===== src/rtl/ulpi_phy_tx_responder_if.sv =====
// ULPI PHY-side transmit responder bus bundle.
//   ULPI link side : ulpi_dir_o, ulpi_nxt_o, ulpi_data_o (PHY driven), ulpi_stp_i, ulpi_data_i
//   Register file  : reg_addr_o, reg_wdata_o, reg_we_o, reg_rdata_i (combinational from address)
//   Packet stream  : m_tvalid_o, m_tready_i, m_tlast_o, m_tuser_o, m_tdata_o (AXI4-Stream)
// The master modport is the responder; the slave modport is its environment (link + sinks).
interface ulpi_phy_tx_responder_if #(
  parameter int unsigned REG_ABITS = 6
);
  logic                 ulpi_dir_o;
  logic                 ulpi_nxt_o;
  logic                 ulpi_stp_i;
  logic [7:0]           ulpi_data_i;
  logic [7:0]           ulpi_data_o;
  logic [REG_ABITS-1:0] reg_addr_o;
  logic [7:0]           reg_wdata_o;
  logic                 reg_we_o;
  logic [7:0]           reg_rdata_i;
  logic                 m_tvalid_o;
  logic                 m_tready_i;
  logic                 m_tlast_o;
  logic                 m_tuser_o;
  logic [7:0]           m_tdata_o;

  modport master (
    output ulpi_dir_o, ulpi_nxt_o, ulpi_data_o,
    input  ulpi_stp_i, ulpi_data_i,
    output reg_addr_o, reg_wdata_o, reg_we_o,
    input  reg_rdata_i,
    output m_tvalid_o, m_tlast_o, m_tuser_o, m_tdata_o,
    input  m_tready_i
  );

  modport slave (
    input  ulpi_dir_o, ulpi_nxt_o, ulpi_data_o,
    output ulpi_stp_i, ulpi_data_i,
    input  reg_addr_o, reg_wdata_o, reg_we_o,
    output reg_rdata_i,
    input  m_tvalid_o, m_tlast_o, m_tuser_o, m_tdata_o,
    output m_tready_i
  );
endinterface


===== src/rtl/ulpi_phy_tx_responder.sv =====
// PHY end of the ULPI transmit path. Accepts link TX CMDs, throttles the link with NXT,
// forwards transmitted packets (PID byte first) as an AXI4-Stream and services immediate
// register write/read commands against an external register file.
// Ports:
//   clock  ULPI 60 MHz clock, all logic on the rising edge
//   rst_n  synchronous active-low reset
//   bus    ulpi_phy_tx_responder_if.master (ULPI link, register file, packet stream)
module ulpi_phy_tx_responder #(
  parameter int unsigned FBITS     = 4,
  parameter int unsigned REG_ABITS = 6
) (
  input logic                     clock,
  input logic                     rst_n,
  ulpi_phy_tx_responder_if.master bus
);
  localparam int unsigned Depth = 1 << FBITS;
  localparam int unsigned CntW  = FBITS + 1;

  typedef enum logic [2:0] {
    StIdle, StCmdAck, StTxData, StWrData, StWrStb, StRdTurn1, StRdData, StRdTurn2
  } state_e;

  state_e               state_q, state_d;
  logic                 nxt_q, nxt_d;
  logic                 dir_q, dir_d;
  logic [7:0]           dout_q, dout_d;
  logic [REG_ABITS-1:0] addr_q, addr_d;
  logic [7:0]           wdata_q, wdata_d;
  logic                 we_q, we_d;
  logic [7:0]           stage_q, stage_d;

  // Packet FIFO entries are {tuser, tlast, tdata}.
  logic [9:0]       mem_q [Depth];
  logic [FBITS-1:0] wptr_q, rptr_q;
  logic [CntW-1:0]  count_q, count_d, free_space;
  logic             push, pop, tx_room;
  logic [9:0]       push_word;
  logic             out_valid_q;
  logic [9:0]       out_q;

  // NXT is registered, so one more byte can land after it is decided, plus the staged byte
  // that stp flushes: three free slots keep the FIFO from ever overflowing.
  assign free_space = CntW'(Depth) - count_q;
  assign tx_room    = free_space >= CntW'(3);

  // Output register in front of the FIFO keeps the stream beat stable under backpressure.
  assign pop     = (count_q != '0) && (!out_valid_q || bus.m_tready_i);
  assign count_d = count_q + CntW'(push) - CntW'(pop);

  always_comb begin
    state_d   = state_q;
    nxt_d     = 1'b0;
    dir_d     = 1'b0;
    dout_d    = 8'h00;
    addr_d    = addr_q;
    wdata_d   = wdata_q;
    we_d      = 1'b0;
    stage_d   = stage_q;
    push      = 1'b0;
    push_word = {2'b00, stage_q};
    unique case (state_q)
      StIdle: begin
        if (bus.ulpi_data_i != 8'h00 && !dir_q) begin
          state_d = StCmdAck;
          nxt_d   = 1'b1;
        end
      end
      StCmdAck: begin
        unique case (bus.ulpi_data_i[7:6])
          2'b00: state_d = StIdle;
          2'b01: begin
            stage_d = {~bus.ulpi_data_i[3:0], bus.ulpi_data_i[3:0]};
            nxt_d   = tx_room;
            state_d = StTxData;
          end
          2'b10: begin
            addr_d  = REG_ABITS'(bus.ulpi_data_i[5:0]);
            nxt_d   = 1'b1;
            state_d = StWrData;
          end
          2'b11: begin
            addr_d  = REG_ABITS'(bus.ulpi_data_i[5:0]);
            dir_d   = 1'b1;
            state_d = StRdTurn1;
          end
        endcase
      end
      StTxData: begin
        if (bus.ulpi_stp_i) begin
          // Final flush of the staged byte; link data FF on stp marks an abort.
          push      = 1'b1;
          push_word = {bus.ulpi_data_i == 8'hFF, 1'b1, stage_q};
          state_d   = StIdle;
        end else begin
          nxt_d = tx_room;
          if (nxt_q) begin
            push    = 1'b1;
            stage_d = bus.ulpi_data_i;
          end
        end
      end
      StWrData: begin
        wdata_d = bus.ulpi_data_i;
        we_d    = 1'b1;
        state_d = StWrStb;
      end
      StWrStb: state_d = StIdle;
      StRdTurn1: begin
        dir_d   = 1'b1;
        dout_d  = bus.reg_rdata_i;
        state_d = StRdData;
      end
      StRdData:  state_d = StRdTurn2;
      StRdTurn2: state_d = StIdle;
    endcase
  end

  always_ff @(posedge clock) begin
    if (!rst_n) begin
      state_q     <= StIdle;
      nxt_q       <= 1'b0;
      dir_q       <= 1'b0;
      dout_q      <= 8'h00;
      addr_q      <= '0;
      wdata_q     <= 8'h00;
      we_q        <= 1'b0;
      stage_q     <= 8'h00;
      count_q     <= '0;
      wptr_q      <= '0;
      rptr_q      <= '0;
      out_valid_q <= 1'b0;
      out_q       <= '0;
    end else begin
      state_q <= state_d;
      nxt_q   <= nxt_d;
      dir_q   <= dir_d;
      dout_q  <= dout_d;
      addr_q  <= addr_d;
      wdata_q <= wdata_d;
      we_q    <= we_d;
      stage_q <= stage_d;
      count_q <= count_d;
      if (push) begin
        wptr_q <= wptr_q + FBITS'(1);
      end
      if (pop) begin
        rptr_q      <= rptr_q + FBITS'(1);
        out_q       <= mem_q[rptr_q];
        out_valid_q <= 1'b1;
      end else if (bus.m_tready_i) begin
        out_valid_q <= 1'b0;
      end
    end
  end

  always_ff @(posedge clock) begin
    if (push) begin
      mem_q[wptr_q] <= push_word;
    end
  end

  assign bus.ulpi_dir_o  = dir_q;
  assign bus.ulpi_nxt_o  = nxt_q;
  assign bus.ulpi_data_o = dout_q;
  assign bus.reg_addr_o  = addr_q;
  assign bus.reg_wdata_o = wdata_q;
  assign bus.reg_we_o    = we_q;
  assign bus.m_tvalid_o  = out_valid_q;
  assign bus.m_tdata_o   = out_q[7:0];
  assign bus.m_tlast_o   = out_q[8];
  assign bus.m_tuser_o   = out_q[9];
endmodule


===== src/flat_wrapper.sv =====
// flat-port wrapper written by rule: the top's interface ports become plain ports
module ulpi_phy_tx_responder_flat 
#(
  parameter int unsigned FBITS     = 4,
  parameter int unsigned REG_ABITS = 6
)
  (clock, rst_n, bus_ulpi_dir_o, bus_ulpi_nxt_o, bus_ulpi_data_o, bus_ulpi_stp_i, bus_ulpi_data_i, bus_reg_addr_o, bus_reg_wdata_o, bus_reg_we_o, bus_reg_rdata_i, bus_m_tvalid_o, bus_m_tlast_o, bus_m_tuser_o, bus_m_tdata_o, bus_m_tready_i);
  ulpi_phy_tx_responder_if #(.REG_ABITS(REG_ABITS)) bus_i ();
  input logic clock;
  input logic rst_n;
  output wire logic [$bits(bus_i.ulpi_dir_o)-1:0] bus_ulpi_dir_o;
  output wire logic [$bits(bus_i.ulpi_nxt_o)-1:0] bus_ulpi_nxt_o;
  output wire logic [$bits(bus_i.ulpi_data_o)-1:0] bus_ulpi_data_o;
  input wire logic [$bits(bus_i.ulpi_stp_i)-1:0] bus_ulpi_stp_i;
  input wire logic [$bits(bus_i.ulpi_data_i)-1:0] bus_ulpi_data_i;
  output wire logic [$bits(bus_i.reg_addr_o)-1:0] bus_reg_addr_o;
  output wire logic [$bits(bus_i.reg_wdata_o)-1:0] bus_reg_wdata_o;
  output wire logic [$bits(bus_i.reg_we_o)-1:0] bus_reg_we_o;
  input wire logic [$bits(bus_i.reg_rdata_i)-1:0] bus_reg_rdata_i;
  output wire logic [$bits(bus_i.m_tvalid_o)-1:0] bus_m_tvalid_o;
  output wire logic [$bits(bus_i.m_tlast_o)-1:0] bus_m_tlast_o;
  output wire logic [$bits(bus_i.m_tuser_o)-1:0] bus_m_tuser_o;
  output wire logic [$bits(bus_i.m_tdata_o)-1:0] bus_m_tdata_o;
  input wire logic [$bits(bus_i.m_tready_i)-1:0] bus_m_tready_i;
  assign bus_ulpi_dir_o = bus_i.ulpi_dir_o;
  assign bus_ulpi_nxt_o = bus_i.ulpi_nxt_o;
  assign bus_ulpi_data_o = bus_i.ulpi_data_o;
  assign bus_i.ulpi_stp_i = bus_ulpi_stp_i;
  assign bus_i.ulpi_data_i = bus_ulpi_data_i;
  assign bus_reg_addr_o = bus_i.reg_addr_o;
  assign bus_reg_wdata_o = bus_i.reg_wdata_o;
  assign bus_reg_we_o = bus_i.reg_we_o;
  assign bus_i.reg_rdata_i = bus_reg_rdata_i;
  assign bus_m_tvalid_o = bus_i.m_tvalid_o;
  assign bus_m_tlast_o = bus_i.m_tlast_o;
  assign bus_m_tuser_o = bus_i.m_tuser_o;
  assign bus_m_tdata_o = bus_i.m_tdata_o;
  assign bus_i.m_tready_i = bus_m_tready_i;
  ulpi_phy_tx_responder #(.FBITS(FBITS), .REG_ABITS(REG_ABITS)) u_core (.clock(clock), .rst_n(rst_n), .bus(bus_i));
endmodule

===== config.mk =====
export PLATFORM = sky130hd
export DESIGN_NAME = ulpi_phy_tx_responder_flat
export DESIGN_NICKNAME = d
export VERILOG_FILES = /design/src/rtl/ulpi_phy_tx_responder_if.sv /design/src/rtl/ulpi_phy_tx_responder.sv /design/src/flat_wrapper.sv
export SDC_FILE = /design/constraint.sdc
export NUM_CORES = 1
export LEC_CHECK = 0
export CAP_MARGIN = 20
export CORE_MARGIN = 2
export CORE_UTILIZATION = 59
export DETAILED_ROUTE_END_ITERATION = 7
export GPL_ROUTABILITY_DRIVEN = 0
export MAX_ROUTING_LAYER = met4
export PLACE_DENSITY = 0.83
export SYNTH_ARGS = -nofsm -noshare
export SYNTH_HDL_FRONTEND = slang
export SYNTH_SLANG_ARGS = --single-unit

===== constraint.sdc =====
create_clock -name clock -period 3.4 [get_ports clock]
set_input_delay 0.51 -clock clock [delete_from_list [all_inputs] [get_ports clock]]
set_output_delay 0.51 -clock clock [all_outputs]
set_load 0.02 [all_outputs]

== Yosys cells after proc, flatten, opt, wreduce, memory -nomap -nowiden ==
Memories as Yosys holds them, arrays and structs flattened. A register that Yosys moved wholly into a read port is not among the register bits.
Index checks and enable logic that the tools add are counted.
W data, S select, Z words.

* Memories kept: 1
* Bits in latches: 0
* Register bits: 50
* Bits of input ports: 20
* Output and inout bits: 36
* ROM bits: 0
* Word-level logic and storage cells: 78
* RAM bits: 160

* $mul: 0
* $lt $le $gt $ge: 1
* Shifts and indexed selects: 0
* Add/sub/neg operators: 5
* Multiplexer cells: 24
* Divide/modulo/power cells: 0
* Reduce and logical (&&, ||, !) cells: 18
* Equality and inequality tests: 16
* Bitwise gates (word level): 1

{| class="wikitable"
|+ Memory list
! name !! depth !! bits a word !! rd ports !! clocked after memory_dff !! wr ports !! line !! source
|-
| u_core.mem_q || 16 || 10 || 1 || 1 || 1 || ulpi_phy_tx_responder.sv:33 || <nowiki>logic [9:0] mem_q [Depth];</nowiki>
|}

{| class="wikitable"
|+ Operators by type and width
! kind !! number
|-
| $mux W8 || 3
|-
| $pmux W3 S7 || 1
|-
| $mux W10 || 2
|-
| $pmux W8 S2 || 1
|-
| $eq A3 B3 Y1 const B || 4
|-
| $pmux W3 S4 || 1
|-
| $mux W1 || 11
|-
| $add A4 B1 Y4 const B || 2
|-
| $eq A8 B8 Y1 const B || 1
|-
| $reduce_bool A8 Y1 || 1
|-
| $eq A3 B2 Y1 const B || 2
|-
| $mux W3 || 2
|-
| $ne A2 B1 Y1 const B || 3
|-
| $reduce_and A2 Y1 || 3
|-
| $add A5 B1 Y5 || 1
|-
| $ge A5 B2 Y1 const B || 1
|-
| $reduce_bool A5 Y1 || 1
|-
| $sub A5 B1 Y5 || 1
|-
| $sub A5 B5 Y5 const A || 1
|-
| $eq A2 B2 Y1 const B || 2
|-
| $ne A2 B2 Y1 const B || 2
|-
| $not A4 Y4 || 1
|-
| $pmux W1 S2 || 2
|-
| $reduce_and A4 Y1 || 1
|-
| other kinds (10) || 15
|}

== Longest topological paths before layout ==
* Depth after elaboration: 5
* Gate-level depth with buffers: 15
* Mapped depth without buffers: 15

== Worst setup path before layout ==
No wires, ideal clock.

* Path type: reg-to-reg
* Start point: register u_core.count_q[1]
* End point: register u_core.count_q[4]
* Arrival time: 2.543 ns
* Setup slack: 0.730 ns
* Data required time: 3.272 ns
* Setup time: 0.128 ns
* Period minus slack after synthesis: 2.670 ns
* Buffers on the path: 0
* Cell stages (with the launch flop): 16
* Cell sequence: dfxtp_1 > inv_1 > ha_1 > and2_1 > ha_1 > nand2b_1 > inv_1 > ha_1 > inv_1 > ha_1 > inv_1 > fa_1 > o21bai_1 > a21oi_1 > xnor2_1 > nor2_1

* Longest elaborated chain between the ends: 3
* Elaborated cells between the ends (all ways): 4

{| class="wikitable"
|+ RTL lines
! what !! line !! source
|-
| start: declaration || ulpi_phy_tx_responder.sv:35 || <nowiki>logic [CntW-1:0] count_q, count_d, free_space;</nowiki>
|-
| start signal: assignment || ulpi_phy_tx_responder.sv:142 || <nowiki>count_q <= count_d;</nowiki>
|-
| $reduce_bool A5 Y1 || ulpi_phy_tx_responder.sv:47 || <nowiki>assign pop = (count_q != '0) && (!out_valid_q || bus.m_tready_i);</nowiki>
|-
| $logic_and A1 B1 Y1 || ulpi_phy_tx_responder.sv:47 ||
|-
| named net u_core.pop || ulpi_phy_tx_responder.sv:36 || <nowiki>logic push, pop, tx_room;</nowiki>
|-
| $sub A5 B1 Y5 || ulpi_phy_tx_responder.sv:48 || <nowiki>assign count_d = count_q + CntW'(push) - CntW'(pop);</nowiki>
|}

The timed path passes the listed nets, and every way through them passes these cells.
A chain may end at the register's enable or synchronous reset.

== Final worst setup path ==
* Start point: register u_core.count_q[0]
* End point: register u_core.count_q[4]

The elaborated chain is that of the path after synthesis.

==> results.txt <==
# port buffers -> 55
Mapped Area -> 0.008798 mm²
top cells by count, synth -> edfxtp_1 (160), dfxtp_1 (60), nor2_1 (44)
crit-path max FO -> 4
worst reg2reg setup slack -> 0.45 ns
Ys Warns -> 0
grt total ovfl -> 0
first-pass GRT wire length -> 27990 µm
RSZ-0062 raised after global routing -> false
worst endpoint data arrival time -> 3.33 ns
# rows -> 44
hold buffer count at CTS -> 0
cell-internal power -> 5.233 mW
Slew headroom -> 48.92%
fin. max-slew vios -> 0
CP max stage cell -> fa_1
Top FF cell, synth -> edfxtp_1
die area -> 0.01591 mm²
status -> finished clean
critical path class -> register to register
Synth async-reset ratio -> 0%
# setup viols final -> 0
worst-skew pair later-pin latency -> 0.51 ns
Ports -> 56
Crit. Startpoint -> u_core.count_q[0]$_SDFF_PN0_
CP max stage delay -> 0.40 ns
Via density -> 6.046
Final min period -> 2.952 ns
Psw -> 1.887 mW
Core Region -> 0.01453 mm²
vias in the first global route -> 5077
Startpoint Class -> register
initial antenna violation count -> 0
ant diodes -> 0
CTS tree -> built
Syn Inst Count -> 542
Comb pwr share -> 20.9%
period utilization -> 86.83%
Starting Density -> 60.54%
total CTS buffers -> 22
Crit path required time -> 3.78 ns
Slew @ Worst Pin -> 0.7651 ns
Post-DRT Antenna Nets -> 0
endpoints failing hold -> 0
Filler cells -> 926
Final Cell Area -> 0.01038 mm²
most frequent cell after synthesis -> edfxtp_1
worst setup margin -> 0.4479 ns
PD cells -> 686.1 mW/mm²
DRC -> 0
Routed WL -> 17940 µm
Net Sw Frac -> 26.51%
Placed Area -> 0.009647 mm²
Avg Synthesized Cell Area -> 16.23 µm²
Post-CTS Setup Inserts -> 0
sequential share of the synthesized area -> 68.26%
fin cells -> 819
initial DRC count -> 460
WL per Instance -> 21.91 µm
synth unique cells -> 46
HP Class -> register to register
Reg power frac -> 44.9%
Total Routing Usage GR -> 23.69%
Layout area overhead -> 17.96%
CTS max path bufs -> 3
clk slew on worst S/H paths -> 0.06 ns
maximum VDD drop -> 0.4505 mV
HPWL Detailed -> 11550 µm
#FFs+latches synth -> 220
Reg2Reg Depth -> 15
Critical Path, Cell by Cell -> inv_1, ha_1, and2_1, ha_1, nand2b_1, inv_1, ha_1, inv_1, ha_1, inv_1, fa_1, o21bai_1, a21oi_1, xnor2_1, nor2_1
Setup Skew -> 0.01350 ns
share of layout cells above drive strength 1 -> 16.69%
Inst Count DP -> 779
Area contributors post-synth -> edfxtp_1 (55%), dfxtp_1 (14%), mux4_2 (10%)
Leak -> 3.633 nW
DIE HEIGHT -> 126.1 µm
Hold Path Origin -> u_core.bus.reg_wdata_o[6]$_SDFFE_PN0P_
routed via count -> 4952
# Max-Cap Violations -> 0
Yosys top cell area share -> 54.61%
pre-CTS setup slack -> 0.4800 ns
Crit. End Element -> register
htree depth -> 1
root buf cell -> clkbuf_16
Clk pwr share -> 34.2%
f_max -> 0.3387 GHz
CTS Sinks -> 220
setup tns final -> 0 ns
total iterations of the first detailed-routing run -> 5
final hold slack -> 0.4758 ns
WHS Endpoint -> u_core.bus.reg_wdata_o[6]$_SDFFE_PN0P_
Synthesized Nets -> 583
Layout Nets -> 660
# resized after CTS -> 0
Reg2Reg Launch Point -> u_core.count_q[0]$_SDFF_PN0_
Hold Path Cell Cnt -> 2
R2R Path End -> u_core.count_q[4]$_SDFF_PN0_
Die Span X -> 126.1 µm
Post-synth EDFFs -> 160
largest net degree at the start of global routing -> 37
leading area contributor after synthesis -> edfxtp_1
[power groups by stage]
| stage | clock, mW | combinational [mW] | sequential (mW) |
|---|---|---|---|
| after floorplan | 0 | 1.06 | 3.22 |
| after detailed placement | 0 | 1.49 | 3.26 |
| final | 2.43 | 1.49 | 3.20 |
| after global placement | 0 | 1.43 | 3.24 |
| after CTS | 2.47 | 1.51 | 3.20 |
| after global routing | 2.59 | 1.61 | 3.22 |
[worst max-delay path by stage]
| stage | cells after the start | endpoint |
|---|---|---|
| after floorplan | 15 | u_core.count_q[4]$_SDFF_PN0_ |
| after global placement | 13 | u_core.count_q[4]$_SDFF_PN0_ |
| after detailed placement | 15 | u_core.count_q[4]$_SDFF_PN0_ |
| after CTS | 15 | u_core.count_q[4]$_SDFF_PN0_ |
| after global routing | 15 | u_core.count_q[4]$_SDFF_PN0_ |
| final | 15 | u_core.count_q[4]$_SDFF_PN0_ |
[layout by cell type (no fill, tap or decap), types with 16 or more instances in the layout]
cell	instances
nand2_1	16
ha_1	20
dfxtp_1	58
nor2_1	44
mux2i_1	37
nand3_1	18
clkbuf_16	23
edfxtp_1	160
buf_4	25
clkdlybuf4s50_1	55
mux4_2	40
a21oi_1	16
inv_1	17
[metal layers]
metal / wire [µm] / vias up / GRT usage (%)
met5: 0 / - / -
met3: 1074 / 38 / 3.483
met1: 7290 / 2494 / 30.89
li1: - / 2217 / -
met4: 397 / 0 / 7.175
met2: 9178 / 203 / 39.22
[sequential cells by signal (all words and copies together) (netlist names)]
signal                  flops
u_core.bus.m_tvalid_o       1
u_core.mem_q              160
u_core.bus.ulpi_data_o      8
u_core.state_q              3
u_core.rptr_q               4
u_core.bus.ulpi_nxt_o       1
u_core.count_q              5
u_core.out_q               10
u_core.bus.reg_addr_o       6
u_core.bus.reg_we_o         1
u_core.stage_q              8
u_core.bus.reg_wdata_o      8
u_core.wptr_q               4
u_core.bus.ulpi_dir_o       1
[area by class of cell]
| type | instances | area [µm²] | share of cell area, % |
|---|---|---|---|
| sequential | 220 | 6008 | 57.89 |
| multi-input combinational | 276 | 2582 | 24.88 |
| timing repair buffer | 81 | 758.2 | 7.306 |
| clock buffer | 29 | 598.1 | 5.763 |
| tap | 184 | 230.2 | 2.218 |
| clock inverter | 11 | 133.9 | 1.290 |
| inverter | 18 | 67.56 | 0.6510 |
[critical path: cells and delay by family, from the launching register on]
kind / cells / cell delay (ns)
AND/OR/NAND/NOR: 3 / 0.39
adder cells (fa/ha/maj): 5 / 1.27
flip-flops: 1 / 0.39
XOR/XNOR: 1 / 0.17
buffers and inverters: 4 / 0.34
AO/OA/AOI/OAI: 2 / 0.27
[logic make-up (layout without fill, tap and decap cells)]
logic type | after synthesis | in the layout | share of synthesized area [%]
adder cells (fa/ha/maj) | 21 | 21 | 3.072
multiplexers | 77 | 77 | 14.45
flip-flops | 220 | 220 | 68.26
buffers and inverters | 46 | 139 | 2.460
AO/OA/AOI/OAI | 44 | 44 | 3.484
AND/OR/NAND/NOR | 122 | 122 | 7.082
XOR/XNOR | 12 | 12 | 1.195
[stage by stage]
stage                     utilization [%]  power [mW]
final                               71.41       7.120
after global routing                71.41       7.424
after CTS                           71.41       7.181
after detailed placement            66.37       4.748
after global placement              66.37       4.671
after floorplan                         -       4.276
Note: power is estimated with default switching activity, not from simulation.
